[src/rtl/stage_tl_pkg.sv]
// Shared types for the translate/branch-resolve stage (stage_tl).
//   extl_t       : record arriving from the execute stage
//   tlc_t        : registered record sent to the cache stage
//   dtlb_entry_t : one fully associative DTLB entry
// The ppn field of a DTLB entry is sized for the widest legal PPN. Narrower
// configurations store their PPN zero-extended.
package stage_tl_pkg;

    localparam int unsigned PAGE_OFFSET_W = 12;
    localparam int unsigned VPN_W         = 20;
    localparam int unsigned PPN_MAX_W     = 20;

    typedef struct packed {
        logic [31:0] data;
        logic [31:0] mul;
        logic        is_equal;
        logic [31:0] r2;
        logic [31:0] pc;
        logic [4:0]  dst;
        logic [1:0]  thread;
        logic        is_valid;
        logic        itlb_miss;
        logic        flag_mem;
        logic        flag_store;
        logic        flag_isbyte;
        logic        flag_mul;
        logic        flag_reg;
        logic        flag_iret;
        logic        flag_branch;
        logic        flag_jump;
        logic        flag_tlbwrite;
    } extl_t;

    typedef struct packed {
        logic [31:0] data;
        logic [31:0] mul;
        logic [31:0] r2;
        logic [31:0] pc;
        logic [4:0]  dst;
        logic [1:0]  thread;
        logic        is_valid;
        logic        itlb_miss;
        logic        flag_mem;
        logic        flag_store;
        logic        flag_isbyte;
        logic        flag_mul;
        logic        flag_reg;
        logic        flag_iret;
        logic [31:0] addr;
        logic        dtlb_miss;
        logic        priv_fault;
    } tlc_t;

    typedef struct packed {
        logic                 valid;
        logic [VPN_W-1:0]     vpn;
        logic [PPN_MAX_W-1:0] ppn;
    } dtlb_entry_t;

    function automatic logic [VPN_W-1:0] vpn_of(input logic [31:0] va);
        return va[31:PAGE_OFFSET_W];
    endfunction

endpackage

[src/rtl/stage_tl_dtlb.sv]
// Fully associative data TLB with FIFO replacement.
//   clk, rst            : clock, asynchronous active-low reset
//   lookup_vpn -> hit,ppn : combinational lookup, lowest matching index wins
//   write_en/vpn/ppn    : install a translation; an existing entry for the
//                         same vpn is overwritten in place without moving the
//                         replacement pointer
module dtlb
    import stage_tl_pkg::*;
#(
    parameter int unsigned ENTRIES = 4
) (
    input  logic                 clk,
    input  logic                 rst,
    input  logic [VPN_W-1:0]     lookup_vpn,
    output logic                 hit,
    output logic [PPN_MAX_W-1:0] ppn,
    input  logic                 write_en,
    input  logic [VPN_W-1:0]     write_vpn,
    input  logic [PPN_MAX_W-1:0] write_ppn
);

    localparam int unsigned IDX_W = $clog2(ENTRIES);

    dtlb_entry_t       entries [ENTRIES];
    logic [IDX_W-1:0]  ptr;
    logic              wr_hit;
    logic [IDX_W-1:0]  wr_idx;

    always_comb begin
        hit    = 1'b0;
        ppn    = '0;
        wr_hit = 1'b0;
        wr_idx = '0;
        for (int unsigned i = 0; i < ENTRIES; i++) begin
            if (!hit && entries[i].valid && entries[i].vpn == lookup_vpn) begin
                hit = 1'b1;
                ppn = entries[i].ppn;
            end
            if (!wr_hit && entries[i].valid && entries[i].vpn == write_vpn) begin
                wr_hit = 1'b1;
                wr_idx = IDX_W'(i);
            end
        end
    end

    always_ff @(posedge clk or negedge rst) begin
        if (!rst) begin
            for (int unsigned i = 0; i < ENTRIES; i++) begin
                entries[i] <= '0;
            end
            ptr <= '0;
        end else if (write_en) begin
            if (wr_hit) begin
                entries[wr_idx] <= '{valid: 1'b1, vpn: write_vpn, ppn: write_ppn};
            end else begin
                entries[ptr] <= '{valid: 1'b1, vpn: write_vpn, ppn: write_ppn};
                ptr          <= (ptr == IDX_W'(ENTRIES - 1)) ? '0 : ptr + 1'b1;
            end
        end
    end

endmodule

[src/rtl/stage_tl.sv]
// Translate stage: resolves branches/jumps, translates data addresses
// through the DTLB, performs tlbwrite, and registers a TLC record.
//   clk, rst     : clock, asynchronous active-low reset
//   in           : EXTL record from execute
//   supervisor   : privilege of `in` (1 = bypass translation, may tlbwrite)
//   stall_in     : cache stage cannot accept; all state holds
//   stall_out    : stall request to upstream (= stall_in)
//   out          : registered TLC record
//   redirect/_pc : registered taken branch/jump and its target
module stage_tl
    import stage_tl_pkg::*;
#(
    parameter int unsigned DTLB_ENTRIES = 4,
    parameter int unsigned PPN_W        = 8
) (
    input  logic        clk,
    input  logic        rst,
    input  extl_t       in,
    input  logic        supervisor,
    input  logic        stall_in,
    output logic        stall_out,
    output tlc_t        out,
    output logic        redirect,
    output logic [31:0] redirect_pc
);

    // Physical address is PPN_W+12 bits, zero-extended to 32.
    localparam logic [31:0] PA_MASK = 32'((64'd1 << (PPN_W + PAGE_OFFSET_W)) - 64'd1);

    logic                 eff;
    logic                 taken;
    logic                 xlate;
    logic                 tlb_wr;
    logic                 fault;
    logic                 miss;
    logic                 hit;
    logic [PPN_MAX_W-1:0] hit_ppn;
    tlc_t                 nxt;

    assign stall_out = stall_in;
    assign eff       = in.is_valid & ~in.itlb_miss;
    assign taken     = eff & (in.flag_jump | (in.flag_branch & in.is_equal));
    assign xlate     = eff & in.flag_mem;
    assign tlb_wr    = eff & in.flag_tlbwrite & supervisor & ~stall_in;
    assign fault     = eff & in.flag_tlbwrite & ~supervisor;
    assign miss      = xlate & ~supervisor & ~hit;

    dtlb #(.ENTRIES(DTLB_ENTRIES)) u_dtlb (
        .clk        (clk),
        .rst        (rst),
        .lookup_vpn (vpn_of(in.data)),
        .hit        (hit),
        .ppn        (hit_ppn),
        .write_en   (tlb_wr),
        .write_vpn  (vpn_of(in.data)),
        .write_ppn  (PPN_MAX_W'(in.r2[PPN_W-1:0]))
    );

    always_comb begin
        nxt             = '0;
        nxt.data        = in.data;
        nxt.mul         = in.mul;
        nxt.r2          = in.r2;
        nxt.pc          = in.pc;
        nxt.dst         = in.dst;
        nxt.thread      = in.thread;
        nxt.is_valid    = in.is_valid;
        nxt.itlb_miss   = in.itlb_miss;
        // A DTLB miss travels to commit as an exception; the cache must ignore it.
        nxt.flag_mem    = in.flag_mem & ~miss;
        nxt.flag_store  = in.flag_store;
        nxt.flag_isbyte = in.flag_isbyte;
        nxt.flag_mul    = in.flag_mul;
        nxt.flag_reg    = in.flag_reg;
        nxt.flag_iret   = in.flag_iret;
        nxt.dtlb_miss   = miss;
        nxt.priv_fault  = fault;
        if (xlate) begin
            if (supervisor) begin
                nxt.addr = in.data & PA_MASK;
            end else if (hit) begin
                nxt.addr = {hit_ppn, in.data[PAGE_OFFSET_W-1:0]} & PA_MASK;
            end
        end
    end

    always_ff @(posedge clk or negedge rst) begin
        if (!rst) begin
            out         <= '0;
            redirect    <= 1'b0;
            redirect_pc <= '0;
        end else if (!stall_in) begin
            out         <= nxt;
            redirect    <= taken;
            redirect_pc <= in.data;
        end
    end

endmodule

[config.mk]
export PLATFORM = sky130hd
export DESIGN_NAME = stage_tl
export DESIGN_NICKNAME = d
export VERILOG_FILES = /design/src/rtl/stage_tl_pkg.sv /design/src/rtl/stage_tl_dtlb.sv /design/src/rtl/stage_tl.sv
export SDC_FILE = /design/constraint.sdc
export NUM_CORES = 1
export LEC_CHECK = 0
export BUFFER_PORTS_ARGS = -buffer_cell sky130_fd_sc_hd__buf_2
export CAP_MARGIN = 10
export CORE_MARGIN = 10
export CORE_UTILIZATION = 52
export DETAILED_ROUTE_END_ITERATION = 6
export GPL_TIMING_DRIVEN = 0
export PLACE_DENSITY = 0.8
export SYNTH_ARGS = -nofsm -noshare
export SYNTH_HDL_FRONTEND = slang
export SYNTH_SLANG_ARGS = --single-unit
[constraint.sdc]
create_clock -name clk -period 3.4 [get_ports clk]
set_clock_uncertainty 0.2 [all_clocks]
set_input_delay 0.17 -clock clk [delete_from_list [all_inputs] [get_ports clk]]
set_output_delay 0.17 -clock clk [all_outputs]
set_load 0.03 [all_outputs]
Word level (Yosys, flattened, before mapping):

Cells that the tools add are included.
W data, S select, Z words.

* add/subtract/negate cells: 1
* $mul: 0
* divide/modulo/power cells: 0
* $lt $le $gt $ge: 4
* equality and inequality tests: 5
* shift operators: 0
* multiplexer cells: 22
* bitwise logic cells: 19
* reduce and logical (&&, ||, !) cells: 13

Operators by type and width (count)
* $bwmux W164: 2
* $demux W41 S2: 2
* $mux W164: 1
* $mux W41: 2
* $eq A20 B20 Y1: 4
* $mux W32: 2
* $mux W8: 4
* $mux W20: 1
* $and A1 B1 Y1: 11
* $logic_and A1 B1 Y1: 9
* $ge A3 B3 Y1 const B: 2
* $lt A3 B1 Y1 const B: 2
* $mux W2: 3
* $not A2 Y3: 2
* $mux W1: 5
* $not A1 Y1: 5
* $logic_not A1 Y1: 3
* $add A2 B1 Y2 const B: 1
* $eq A2 B2 Y1 const B: 1
* $reduce_and A2 Y1: 1
* $or A1 B1 Y1: 1

* bits in registers: 344
* bits in latches: 0
* memory bits (writable): 0
* memory bits (read-only): 0
* word-level logic and storage cells: 95
* memories kept: 0

Depth between registers and ports, before layout:

* depth in word-level cells: 22
* mapped depth: 12
* gate-level depth less buffers: 7

By module:

From an unflattened synthesis, not the netlist that was laid out.

* cells, all modules: 1220
* area, all modules: 15652.5 um^2

By module, submodules not included
* dtlb: instances 1, cells each 741, area an instance 8821.0 um^2, seq. area each 4154.0 um^2
* stage_tl: instances 1, cells each 479, area an instance 6831.6 um^2, seq. area each 4154.0 um^2

Least setup slack after synthesis:

No wires, ideal clock.

* path type: flip-flop to flip-flop
* from: register u_dtlb.entries[36] in the netlist's numbering
* to: register u_dtlb.entries[86] in the netlist's numbering
* library setup time: 125 ps
* data arrival time: 2193 ps
* required time: 3075 ps
* setup slack: 883 ps
* stages on the path, launching flop included: 11
* buffers on the path: 3
* period minus slack after synthesis: 2517 ps
* path through: dfrtp_1 -> xor2_1 -> nor4_1 -> nand4_1 -> nor4_4 -> buf_4 -> o31ai_1 -> nand3b_1 -> buf_4 -> buf_6 -> mux2_2

* longest elaborated chain between the ends: 10
* elaborated cells between the ends (all ways): 12
* classes of those cells: order compare (2); eq/ne (1); mux (6); bitwise (1); reduce/logical (2)

RTL lines
* start: declaration: RTL line stage_tl_dtlb.sv:24 `dtlb_entry_t entries [ENTRIES];`
* start signal: indexed assignment: RTL line stage_tl_dtlb.sv:54 `entries[wr_idx] <= '{valid: 1'b1, vpn: write_vpn, ppn: write_ppn};`
* start signal: indexed assignment: RTL line stage_tl_dtlb.sv:56 `entries[ptr] <= '{valid: 1'b1, vpn: write_vpn, ppn: write_ppn};`
* $eq A20 B20 Y1 (*): RTL line stage_tl_dtlb.sv:39 `if (!wr_hit && entries[i].valid && entries[i].vpn == write_vpn) begin`
* $logic_and A1 B1 Y1 (*): RTL line stage_tl_dtlb.sv:39
* $mux W2: RTL line stage_tl_dtlb.sv:39
* $not A2 Y3 (not written as such): RTL line stage_tl_dtlb.sv:54
* $ge A3 B3 Y1 (not written as such) or $lt A3 B1 Y1 (tied branches): RTL line stage_tl_dtlb.sv:54
* $logic_and A1 B1 Y1 (not written as such): RTL line stage_tl_dtlb.sv:54
* $mux W41 (not written as such): RTL line stage_tl_dtlb.sv:54
* $demux W41 S2: RTL line stage_tl_dtlb.sv:54
* $bwmux W164: RTL line stage_tl_dtlb.sv:54
* $mux W164 (*): RTL line stage_tl_dtlb.sv:53 `if (wr_hit) begin`

Mark *: on every way between the ends. The rest lies on a longest branch, timed or not.
A chain may end at the register's enable or synchronous reset.

Worst setup path after layout:

* from: register u_dtlb.entries[119] in the netlist's numbering
* to: register u_dtlb.entries[79] in the netlist's numbering

* longest elaborated chain between the ends: 18
* elaborated cells between the ends (all ways): 22
* classes of those cells: order compare (2); eq/ne (1); mux (10); bitwise (1); reduce/logical (8)

RTL lines (RTL line)
* $eq A20 B20 Y1 (*): stage_tl_dtlb.sv:39
* $logic_and A1 B1 Y1 (*): stage_tl_dtlb.sv:39
* $mux W1: stage_tl_dtlb.sv:39
* $logic_not A1 Y1: stage_tl_dtlb.sv:39
* $logic_and A1 B1 Y1 (2 in series): stage_tl_dtlb.sv:39
* $mux W1: stage_tl_dtlb.sv:39
* $logic_not A1 Y1: stage_tl_dtlb.sv:39
* $logic_and A1 B1 Y1 (2 in series): stage_tl_dtlb.sv:39
* $mux W2: stage_tl_dtlb.sv:39
* $not A2 Y3 (not written as such): stage_tl_dtlb.sv:54
* $ge A3 B3 Y1 (not written as such) or $lt A3 B1 Y1 (tied branches): stage_tl_dtlb.sv:54
* $logic_and A1 B1 Y1 (not written as such): stage_tl_dtlb.sv:54
* $mux W41 (not written as such): stage_tl_dtlb.sv:54
* $demux W41 S2: stage_tl_dtlb.sv:54
* $bwmux W164: stage_tl_dtlb.sv:54
* $mux W164 (*): stage_tl_dtlb.sv:53

Marks and branches as above.

==> metrics.md <==
| Metric | Value |
|---|---|
| Clk_lat worst skew | `580 ps` |
| Slew Limit Headroom | `0.385` |
| Placed cell area | `14,700 um^2` |
| Non-Filler Instances | `1,762` |
| Htree depth | `1` |
| Maximum vdd drop | `0.442 mV` |
| R2R Path End | `u_dtlb.entries[79]` |
| Dominant cells by area after synthesis | `dfrtp_1, mux2_2, buf_4` |
| Hold Path Class | `in -> reg` |
| # clock sinks | `284` |
| Min Clock Period, post-route | `about 3300 ps` |
| WL/cell | `22.9 um` |
| Final Worst Setup Slack | `124 ps` |
| Total chip power | `9.87 mW` |
| Starting Density | `0.531` |
| Seq cells post-synth | `between 200 and 300` |
| Post-Synth Adder-Cell Area | `0.00400` |
| Pleak | `8.44 nW` |
| Residual DRC | `0` |
| Clock slew at reported path FFs | `60 ps` |
| Gr usage total | `0.255` |
| Mux cell area share after synthesis | `0.223` |
| CP Data Arrival Time | `3510 ps` |
| Setup Buffers After CTS | `0` |
| Core Region | `23,500 um^2` |
| Worst reg-to-reg path cell count | `8` |
| CTS max path bufs | `3` |
| R2r startpoint | `u_dtlb.entries[119]` |
| DR pass1 iterations | `5` |
| RSZ-0062 raised after global routing | `false` |
| Total CTS buffers | `30` |
| First-pass GRT wire length | `61.9 mm` |
| HPWL after DPL | `25.5 mm` |
| Final Max Slew Viols | `0` |
| DR WL met3 | `2.99 mm` |
| Switching share of power | `0.299` |
| Sequential fraction of the synthesis area | `0.569` |
| Maxcap violations | `0` |
| Starting DRT DRC Count | `between 500 and 600` |
| Row Count | `between 50 and 60` |
| Slew @ Worst Pin | `923 ps` |
| CP endpoint kind | `flip-flop` |
| Chip Height | `175 um` |
| Internal | `6.92 mW` |
| Post-synthesis xor/xnor area fraction | `0.0561` |
| Status | `finished, final reports clean` |
| CTS tree | `done` |
| Vias per inst | `about 5.4` |
| Worst path required time | `3630 ps` |
| Die area | `30,600 um^2` |
| Post-synth EDFFs | `0` |
| Layout Nets | `roughly 1,600` |
| Clk root buf | `clkbuf_16` |
| Reg power frac | `0.437` |
| Post-layout instance area | `17,200 um^2` |
| Cell taking the most area after synthesis | `dfrtp_1` |
| Clock power share | `0.339` |
| Peak Freq | `0.305 GHz` |
| Netlist Area Pre-Place | `12,500 um^2` |
| CP max FO | `10` |
| Final WL | `40.4 mm` |
| Area Growth Syn to Fin | `37.6%` |
| Simple-gate share of the synthesized area | `0.0506` |
| Commonest non-fill, non-tap cell in the layout | `buf_2` |
| Commonest non-fill, non-tap cells in the layout | `buf_2, dfrtp_1, mux2_2, dlygate4sd3_1, buf_4` |
| DRT antenna net count | `0` |
| Final Setup Violations | `0` |
| Port Buffer Count | `329` |
| Final Wtd Congestion | `0.812` |
| Share of layout cells above drive strength 1 | `0.480` |
| Crit Path Class | `reg -> reg` |
| Hold_ws | `160 ps` |
| Synth cell types | `49` |
| Hold wc startpoint | `in[92]` |
| Final worst-path cycle share | `0.964` |
| Worst Hold End | `out[122]` |
| Combinational Power Share | `0.225` |
| Complex-gate fraction of the synthesized area | `0.0405` |
| GR Overflow Total | `0` |
| Initial antenna violation count | `2` |
| DP Worst Slack | `148 ps` |
| Met1 Wirelength | `14.8 mm` |
| Top_reg_cell synth | `dfrtp_1` |
| Final Hold Viols | `0` |
| Placed Cells | `1,554` |
| Total number of vias | `9,427` |
| Synthesized area per cell | `approximately 14 um^2` |
| Hold path depth | `3` |
| Sw power | `2.95 mW` |
| Top sig layer | `met4` |
| Ys Warns | `0` |
| Die X | `175 um` |
| Largest net degree at the start of global routing | `114` |
| Fraction of registers with async set/reset | `1.00` |
| Reg2Reg Setup Slack | `120 ps` |
| Power density over cell area | `between 500 and 600 nW/um^2` |
| Largest family of logic cells by synthesized area | `multiplexers` |
| Met2 wire length | `21.2 mm` |
| I/O pins | `362` |
| Synth top area share | `0.569` |
| Vias in the first global route | `between 10,000 and 15,000` |
| Cells after Synth | `893` |
| Crit start category | `flip-flop` |
## synthesized netlist by cell type (3+ instances only)
library cell	instances
a32o_1	12
mux2_1	21
buf_4	60
xor2_1	35
a22o_1	4
mux2_2	214
ha_1	4
nor4_2	3
clkbuf_1	21
nor2_1	7
inv_1	5
o21ai_0	6
dfrtp_1	284
a21o_1	15
nand2b_1	4
nand3_1	8
xnor2_1	45
and3_1	8
nor2b_1	17
buf_1	3
nand2_1	16
o31ai_1	9
nand4_1	10
and4b_1	4
mux2_4	9
a31oi_1	5
nor4_1	10
buf_2	16
and2_1	3
buf_6	7
nor3_1	5
## worst max-delay path by stage
| stage | start | end | slack, ps |
|---|---|---|---|
| 2_1_floorplan | u_dtlb.entries[36] | u_dtlb.entries[86] | 880 |
| 3_3_place_gp | rst | out[44] | -3220 |
| 3_5_place_dp | in[139] | u_dtlb.entries[46] | 150 |
| 4_1_cts | u_dtlb.entries[69] | u_dtlb.entries[44] | 170 |
| 5_1_grt | u_dtlb.entries[119] | u_dtlb.entries[79] | 90 |
| 6_report | u_dtlb.entries[119] | u_dtlb.entries[79] | 120 |
## final cells by class
cell class / instances / area (um^2)
well taps: 319 / 399
repair buffers: 482 / 3230
diodes: 2 / 5.00
flip-flops and latches: 284 / 7110
clock buffers: 46 / 851
clock inverters: 9 / 150
inverters: 5 / 18.8
plain buffers: 107 / 699
fillers: 1489 / 6350
multi-input cells: 508 / 4730
## worst max-delay path: stages (launching register included)
cell	delay, ps
dfrtp_1	390
xnor2_1	180
nand4_1	190
nor4_4	600
a22oi_1	420
o211ai_1	300
buf_4	250
buf_4	260
mux2_2	350
## per-stage QoR
stage / setup TNS [ps] / util
floorplan: 0 / -
global placement: -906100 / 0.620
detailed placement: 0 / 0.622
CTS: 0 / 0.729
global route: 0 / 0.730
finish: 0 / 0.730
## sequential cells by signal, summed over array words and instances (netlist names)
register / cells
redirect_pc: 32
u_dtlb.ptr: 2
out: 133
redirect: 1
u_dtlb.entries: 116
## kinds of logic (layout without fill, tap and decap cells)
kind of cell | count (synthesis) | after routing
mux | 244 | 244
buf+inv | 112 | 649
compound gates | 66 | 66
other cells | 1 | 14
fa+ha+maj | 4 | 4
simple gates | 102 | 102
flops | 284 | 284
xor+xnor | 80 | 80
## power by group through the flow
stage / clock network (mW) / registers, mW / logic (mW)
2_1_floorplan: 0 / 4.61 / 1.07
3_3_place_gp: 0 / 4.28 / 1.96
3_5_place_dp: 0 / 4.32 / 2.02
4_1_cts: 3.35 / 4.27 / 2.18
5_1_grt: 3.50 / 4.36 / 2.36
6_report: 3.35 / 4.31 / 2.22
## repair_timing
action | 4_1_cts | 5_1_grt
setup endpoints to repair | 0 | 10
gates resized for setup | 0 | 2
hold buffers | 151 | 0
hold endpoints to repair | 450 | 0
## metal layers
layer,global-route usage,vias up
met5,0,-
met4,0.0929,0
met3,0.0673,88
met2,0.460,442
met1,0.282,4774
li1,-,4123
Note: power is estimated with default switching activity, not from simulation.
